$ cat config.mk
export PLATFORM = sky130hd
export DESIGN_NAME = instr_sequencer
export DESIGN_NICKNAME = d
export VERILOG_FILES = /design/src/rtl/isa_pkg.sv /design/src/rtl/pc_counter.sv /design/src/rtl/instr_sequencer.sv
export SDC_FILE = /design/constraint.sdc
export NUM_CORES = 1
export LEC_CHECK = 0
export CAP_MARGIN = 20
export CORE_UTILIZATION = 47
export CTS_BUF_LIST = sky130_fd_sc_hd__clkbuf_2
export DETAILED_ROUTE_END_ITERATION = 16
export GPL_ROUTABILITY_DRIVEN = 0
export GPL_TIMING_DRIVEN = 0
export PLACE_DENSITY = 0.8
export RECOVER_POWER = 100
export SETUP_SLACK_MARGIN = 0.05
export SYNTH_ARGS = -nofsm -noshare
export SYNTH_HDL_FRONTEND = slang
export SYNTH_SLANG_ARGS = --single-unit
$ cat constraint.sdc
create_clock -name clk -period 1.7 [get_ports clk]
set_input_delay 0.255 -clock clk [delete_from_list [all_inputs] [get_ports clk]]
set_output_delay 0.255 -clock clk [all_outputs]
set_load 0.02 [all_outputs]
$ cat src/rtl/isa_pkg.sv
// Shared ISA definitions for the instruction sequencer and the control decoder:
// opcode values, the datapath opcode set, field layout and the sequencer state type.
package isa_pkg;

  localparam int unsigned OPC_W = 4;

  localparam logic [OPC_W-1:0] OPC_NOP  = 4'b0111;
  localparam logic [OPC_W-1:0] OPC_JMP  = 4'b1100;
  localparam logic [OPC_W-1:0] OPC_JZ   = 4'b1101;
  localparam logic [OPC_W-1:0] OPC_HALT = 4'b1111;

  // Bit i set when opcode i is handled by the datapath (everything but NOP/JMP/JZ/HALT)
  localparam logic [15:0] DATAPATH_OPS = 16'h4F7F;

  typedef enum logic [2:0] {
    S_FETCH,
    S_WAIT,
    S_DECODE,
    S_ISSUE,
    S_EXEC,
    S_HALTED
  } seq_state_t;

  function automatic logic is_datapath_op(input logic [OPC_W-1:0] op);
    return DATAPATH_OPS[op];
  endfunction

endpackage

$ cat src/rtl/pc_counter.sv
// Program counter: synchronous load/increment, modulo 2^AW, async reset to RESET_PC.
module pc_counter #(
  parameter int unsigned AW       = 12,
  parameter int unsigned RESET_PC = 0
) (
  input  logic          clk,
  input  logic          rst,
  input  logic          load,
  input  logic          inc,
  input  logic [AW-1:0] load_val,
  output logic [AW-1:0] pc
);

  always_ff @(posedge clk or posedge rst) begin
    if (rst) begin
      pc <= AW'(RESET_PC);
    end else if (load) begin
      pc <= load_val;
    end else if (inc) begin
      pc <= pc + AW'(1);
    end
  end

endmodule

$ cat src/rtl/instr_sequencer.sv
// Fetches instruction words, resolves jumps/halt locally and issues datapath opcodes.
// Outputs are registered: each state's output actions become visible on the following cycle.
module instr_sequencer
  import isa_pkg::*;
#(
  parameter int unsigned AW          = 12,
  parameter int unsigned DW          = 16,
  parameter int unsigned EXEC_CYCLES = 1,
  parameter int unsigned RESET_PC    = 0
) (
  input  logic             clk,
  input  logic             rst,
  output logic [AW-1:0]    imem_addr,
  output logic             imem_rd,
  input  logic [DW-1:0]    imem_data,
  input  logic             zero,
  input  logic             stall,
  output logic [OPC_W-1:0] opr,
  output logic [AW-1:0]    operand,
  output logic             halt,
  output logic [AW-1:0]    pc
);

  localparam int unsigned CW = (EXEC_CYCLES > 1) ? $clog2(EXEC_CYCLES) : 1;

  seq_state_t       state;
  logic [CW-1:0]    exec_cnt;
  logic [OPC_W-1:0] op_q;
  logic [AW-1:0]    opd_q;
  logic [OPC_W-1:0] word_opc;
  logic [AW-1:0]    word_opd;
  logic             pc_load;
  logic             pc_inc;

  assign word_opc = imem_data[DW-1 -: OPC_W];
  assign word_opd = imem_data[AW-1:0];

  pc_counter #(
    .AW       (AW),
    .RESET_PC (RESET_PC)
  ) u_pc (
    .clk      (clk),
    .rst      (rst),
    .load     (pc_load),
    .inc      (pc_inc),
    .load_val (word_opd),
    .pc       (pc)
  );

  // PC update: jumps in DECODE, sequential advance after JZ-not-taken or end of EXEC
  always_comb begin
    pc_load = 1'b0;
    pc_inc  = 1'b0;
    case (state)
      S_DECODE: begin
        if (word_opc == OPC_JMP || (word_opc == OPC_JZ && zero)) begin
          pc_load = 1'b1;
        end else if (word_opc == OPC_JZ) begin
          pc_inc = 1'b1;
        end
      end
      S_EXEC: begin
        if (!stall && exec_cnt == '0) begin
          pc_inc = 1'b1;
        end
      end
      default: ;
    endcase
  end

  always_ff @(posedge clk or posedge rst) begin
    if (rst) begin
      state     <= S_FETCH;
      imem_rd   <= 1'b0;
      imem_addr <= AW'(RESET_PC);
      opr       <= OPC_NOP;
      operand   <= '0;
      halt      <= 1'b0;
      exec_cnt  <= '0;
      op_q      <= OPC_NOP;
      opd_q     <= '0;
    end else begin
      case (state)
        S_FETCH: begin
          imem_rd   <= 1'b1;
          imem_addr <= pc;
          state     <= S_WAIT;
        end
        S_WAIT: begin
          imem_rd <= 1'b0;
          state   <= S_DECODE;
        end
        S_DECODE: begin
          if (word_opc == OPC_HALT) begin
            halt  <= 1'b1;
            state <= S_HALTED;
          end else if (word_opc == OPC_JMP || word_opc == OPC_JZ) begin
            state <= S_FETCH;
          end else begin
            op_q  <= word_opc;
            opd_q <= word_opd;
            state <= S_ISSUE;
          end
        end
        S_ISSUE: begin
          opr      <= op_q;
          operand  <= opd_q;
          exec_cnt <= CW'(EXEC_CYCLES - 1);
          if (!stall) begin
            state <= S_EXEC;
          end
        end
        S_EXEC: begin
          opr     <= OPC_NOP;
          operand <= '0;
          if (!stall) begin
            if (exec_cnt == '0) begin
              state <= S_FETCH;
            end else begin
              exec_cnt <= exec_cnt - CW'(1);
            end
          end
        end
        S_HALTED: begin
          halt    <= 1'b1;
          opr     <= OPC_NOP;
          operand <= '0;
          imem_rd <= 1'b0;
        end
        default: begin
          state <= S_FETCH;
        end
      endcase
    end
  end

endmodule

# Word-level counts from Yosys, hierarchy flattened
# Index checks and enable logic that the tools add are counted.
# totals
regBits,62
output_inout_bits,42
# op_classes
bitwise,4
n_mux,22
n_eq_ne,12
reduce_logical,17
addsub,2
# op_table
cell,n
$mux W12,2
$pmux W12 S2,1
$pmux W3 S6,1
$add A12 B1 Y12 const B,1
$eq A4 B4 Y1 const B,3
$mux W3,4
$reduce_bool A2 Y1,5
$mux W1,8
$ne A2 B2 Y1 const B,4
$pmux W1 S2,4
$pmux W4 S2,1
$eq A3 B2 Y1 const B,2
$eq A3 B3 Y1 const B,2
$not A1 Y1,4
$reduce_and A2 Y1,2
$reduce_and A4 Y1,1
$reduce_or A2 Y1,2
$eq A3 B1 Y1 const B,1
$logic_not A3 Y1,1
$reduce_and A3 Y1,1
$logic_and A1 B1 Y1,2
$logic_or A1 B1 Y1,2
$mux W2,1
$logic_not A1 Y1,1
$sub A1 B1 Y1 const B,1

# Logic depth before layout (Yosys ltp)
# logic_depth
ltp_word,7
ltp_mapped,7
depth_no_buf,5

# Modules after synthesis
# A second synthesis with hierarchy kept.
# hier_totals
cells_unflattened,254
area_unflattened_um2,2743.9
# modules_own_cells
mod,cells_per_inst,instances,area_each_um2
instr_sequencer,178,1,2033.2
pc_counter,76,1,710.7

# Least setup slack after synthesis
# No wires, ideal clock.
# synth_timing
path_type,register -> register
startpoint,reg u_pc.pc[0]
endpoint,reg u_pc.pc[10]
synth_period_minus_slack_ns,1.722
stages_incl_launch_ff,6
arrival_time_ns,1.600
setup_slack_ns,-0.022
setup_time_ns,0.121
cell_sequence,dfrtp_1 ha_1 and4_1 nand4_1 mux2_1 o22a_1
# synth_via
elab_chain_cells,3
# synth_rtl
item,line_no,rtl
"start, declared",pc_counter.sv:11,output logic [AW-1:0] pc
"start signal, assigned",pc_counter.sv:16,pc <= AW'(RESET_PC);
"start signal, assigned",pc_counter.sv:18,pc <= load_val;
"start signal, assigned",pc_counter.sv:20,pc <= pc + AW'(1);
$add A12 B1 Y12,pc_counter.sv:20,
$mux W12,pc_counter.sv:19,end else if (inc) begin
$mux W12,pc_counter.sv:17,end else if (load) begin
# No other way between the ends. The select of a mux whose other input is x is not followed.
# A chain may end at the register's enable or synchronous reset.

# Worst setup path in the final report
# layout_timing
startpoint,reg state[0]
endpoint,reg u_pc.pc[2]
# layout_via
elab_chain_cells,3
word_cells_on_any_way,6
cone_classes,2 x eq/ne; 3 x mux; 1 x reduce/logical
# layout_rtl
item,line_no,rtl
"start, declared",instr_sequencer.sv:26,seq_state_t state;
"start signal, assigned",instr_sequencer.sv:73,state <= S_FETCH;
"start signal, assigned",instr_sequencer.sv:87,state <= S_WAIT;
"start signal, assigned",instr_sequencer.sv:91,state <= S_DECODE;
$eq A3 B3 Y1 / $eq A3 B2 Y1 (equally long branches),instr_sequencer.sv:54,case (state)
$pmux W1 S2 / $mux W1 (equally long branches),instr_sequencer.sv:54,
$reduce_bool A2 Y1 (no source line) / $mux W12 (equally long branches),-,
# Several ways; a longest one is shown, not always the timed one.

==> reports/metrics.cfg <==
[logic_synthesis]
synthTopCellsByArea=dfrtp_1, mux2_2, dfstp_2
netlist.area_leader.share_pct=47.64
synth_top_area_cell=dfrtp_1
ys.flop_type=dfrtp_1
ys_types=49
synth-seq-cells=61
synthArstFlopShare_pct=100.0
yosysWarnings=0
synth_cells=267
netlist_area_sq_um=2889
synth_nets=288
synth_edf_count=0
synth_seq_area_share_pct=53.10
syn_area_per_cell_sq_um=10.82

[power]
power.density_nw_per_um2=1733
leakage_nw=1.929
peakVddDrop_uv=933.5

[global_route]
gr-usage-met2_pct=43.14
grt_use_total_pct=26.15
grt_pass1_wl_um=12680
gr-usage-met1_pct=33.31
antenna_found_initial=0
grt.busiest_layer=met2
gr-total-overflow=0
grtUsageMet3_pct=3.750
grt_max_degree=42
grt_pass1_vias=2549

[run_status]
violations=negative setup slack
outcome=complete, but fails checks

[die]
num_rows=28
design.core.area_sq_um=5921
die_x_um=80.40
start_util_pct=48.80
io_pins=62
die-area_sq_um=6464
die_h_um=80.40

[critical_path]
critPathLaunchType=flip-flop
worstPathRequired_ps=2130
critPathCaptureType=flip-flop
crit_family=buffers and inverters
path_buf_inv=4
path_class=reg2reg
slowest_delay_ps=430
worstPathMaxFanout=6
cp_cell_sequence=buf_6 > buf_4 > nor4b_4 > a21oi_2 > buf_6 > buf_4 > a21oi_1 > o22a_1
worst_path_max_delay_cell=dfrtp_1
cp.arrival_ps=2340

[cells_and_area]
final_area_sq_um=4273
fin_util_pct=72.17
layout_common_cells=dfrtp_1, dlygate4sd2_1, buf_4
final_common_cell=dfrtp_1
antenna_cells=0
drive_gt1_share_pct=37.40
finalNetCount=393
n_fill_cell=404
syn2layout_area_growth_pct=47.90

[clocking]
cts_buffer_depth=2
cts_tree=yes
cts_sinks=61
htreeDepth=3
root_buffer=clkbuf_2
clk-insertion-delay-late_ps=510
cts_made_buffers=9
clkTransAtPathRegs_ps=190

[sta]
period_minus_slack_ps=1908
hold_viol=0
fin_hold_ws_ps=298.9
fin_worst_skew_ps=30.55
setup_ws_ps=-207.5
maxSlewViolCount=0
final.period_utilization_pct=112.2
setup_viol=20
relSlewSlack_pct=40.90
worstMarginPinSlew_ps=881.7
setup-tns-final_ps=-979.1
rsz0062_at_grt=yes
fmaxAchievable_mhz=524.2

[hold_path]
hold_path_class=in2async

[place]
pre_cts_ws_ps=-477.7
portBuffers=61
dpl-instance-area_sq_um=3626
hpwl_um=4802

[route]
detail-route-antenna-nets=0
via_per_inst=6.197
wl_um=9135
drcViolationCount=0
drt_first_pass_iters=5
drt_iter0_markers=201
wl_per_cell_um=20.21
num_vias=2801

[run]
drv_cap=0

report_power, final:
group	switching (mW)	internal [mW]
clock	0.580	0.640
sequential	0.476	2.09
combinational	1.92	1.70
sequential cells by signal (all words and copies together), names as in the netlist:
register / count
imem_rd: 1
opr: 4
state: 3
op_q: 4
halt: 1
opd_q: 12
u_pc.pc: 12
operand: 12
imem_addr: 12
Yosys cell counts (all sizes together), types with 2 or more instances:
library cell and n:
nor3b 2, and4 2, inv 10, nor4 2
nor3 4, o22ai 2, a22oi 15, clkbuf 7
dfrtp 55, and2 2, nand2b 2, a21oi 18
and3 3, a2bb2oi 2, nor2 11, nand2 21
o21ai 20, a31oi 3, o31ai 2, or4 2
o22a 11, nand3 10, nor2b 2, mux2 26
buf 11, a41oi 2, dfstp 6
stage by stage:
step           std cells  power, mW
3_3_place_gp         403      5.318
5_1_grt              452      7.744
4_1_cts              436      6.763
2_1_floorplan        267      4.270
3_5_place_dp         404      5.420
6_report             452      7.403
worst register-to-register path, stage by stage, from the launching register on:
cell and delay [ps]:
dfrtp_1 430, buf_6 140, buf_4 150, nor4b_4 310, a21oi_2 90, buf_6 160
buf_4 150, a21oi_1 170, o22a_1 230
repair_timing:
item,4_1_cts,5_1_grt
gates cloned,1,0
hold buffers,0,0
resized for setup,87,45
setup buffers,15,17
endpoints found under the setup margin,72,46
pin swaps,10,15
metal layers:
metal  vias up  wire length, um
li1       1191                -
met1      1394             3585
met2       161             4492
met3        55              658
met4         0              398
met5         -                0
worst paths after layout:
path | from | slack, ps | cells after the start | to
max | state[0] | -210 | 8 | u_pc.pc[2]
min | rst | 300 | 2 | u_pc.pc[1]
max reg2reg | state[0] | -210 | 8 | u_pc.pc[2]
min reg2reg | imem_addr[4] | 520 | 1 | imem_addr[4]
max in group asynchronous | rst | 320 | 3 | u_pc.pc[3]
min in group clk | imem_data[12] | 400 | 3 | op_q[0]
logic make-up (layout without fill, tap and decap cells):
family / count (synthesis) / count (layout) / synth area share (%)
AOI/OAI and AO/OA: 80 / 80 / 18.32
adders and majority gates: 1 / 1 / 0.4330
buffers and inverters: 29 / 139 / 4.244
DFF: 61 / 61 / 53.10
muxes: 27 / 27 / 10.48
and+or+nand+nor: 69 / 69 / 13.43
cell type report:
cell class                      instances  area [sq um]  share of cell area, %
Sequential cell                        61          1543                  36.11
Clock inverter                          6         111.4                  2.606
Multi-Input combinational cell        177          1465                  34.29
Clock buffer                           10         50.05                  1.171
Inverter                               11         42.54                 0.9956
Tap cell                               75         93.84                  2.196
Timing Repair Buffer                   95         818.3                  19.15
Buffer                                 17         148.9                  3.485
Note: power is estimated with default switching activity, not from simulation.
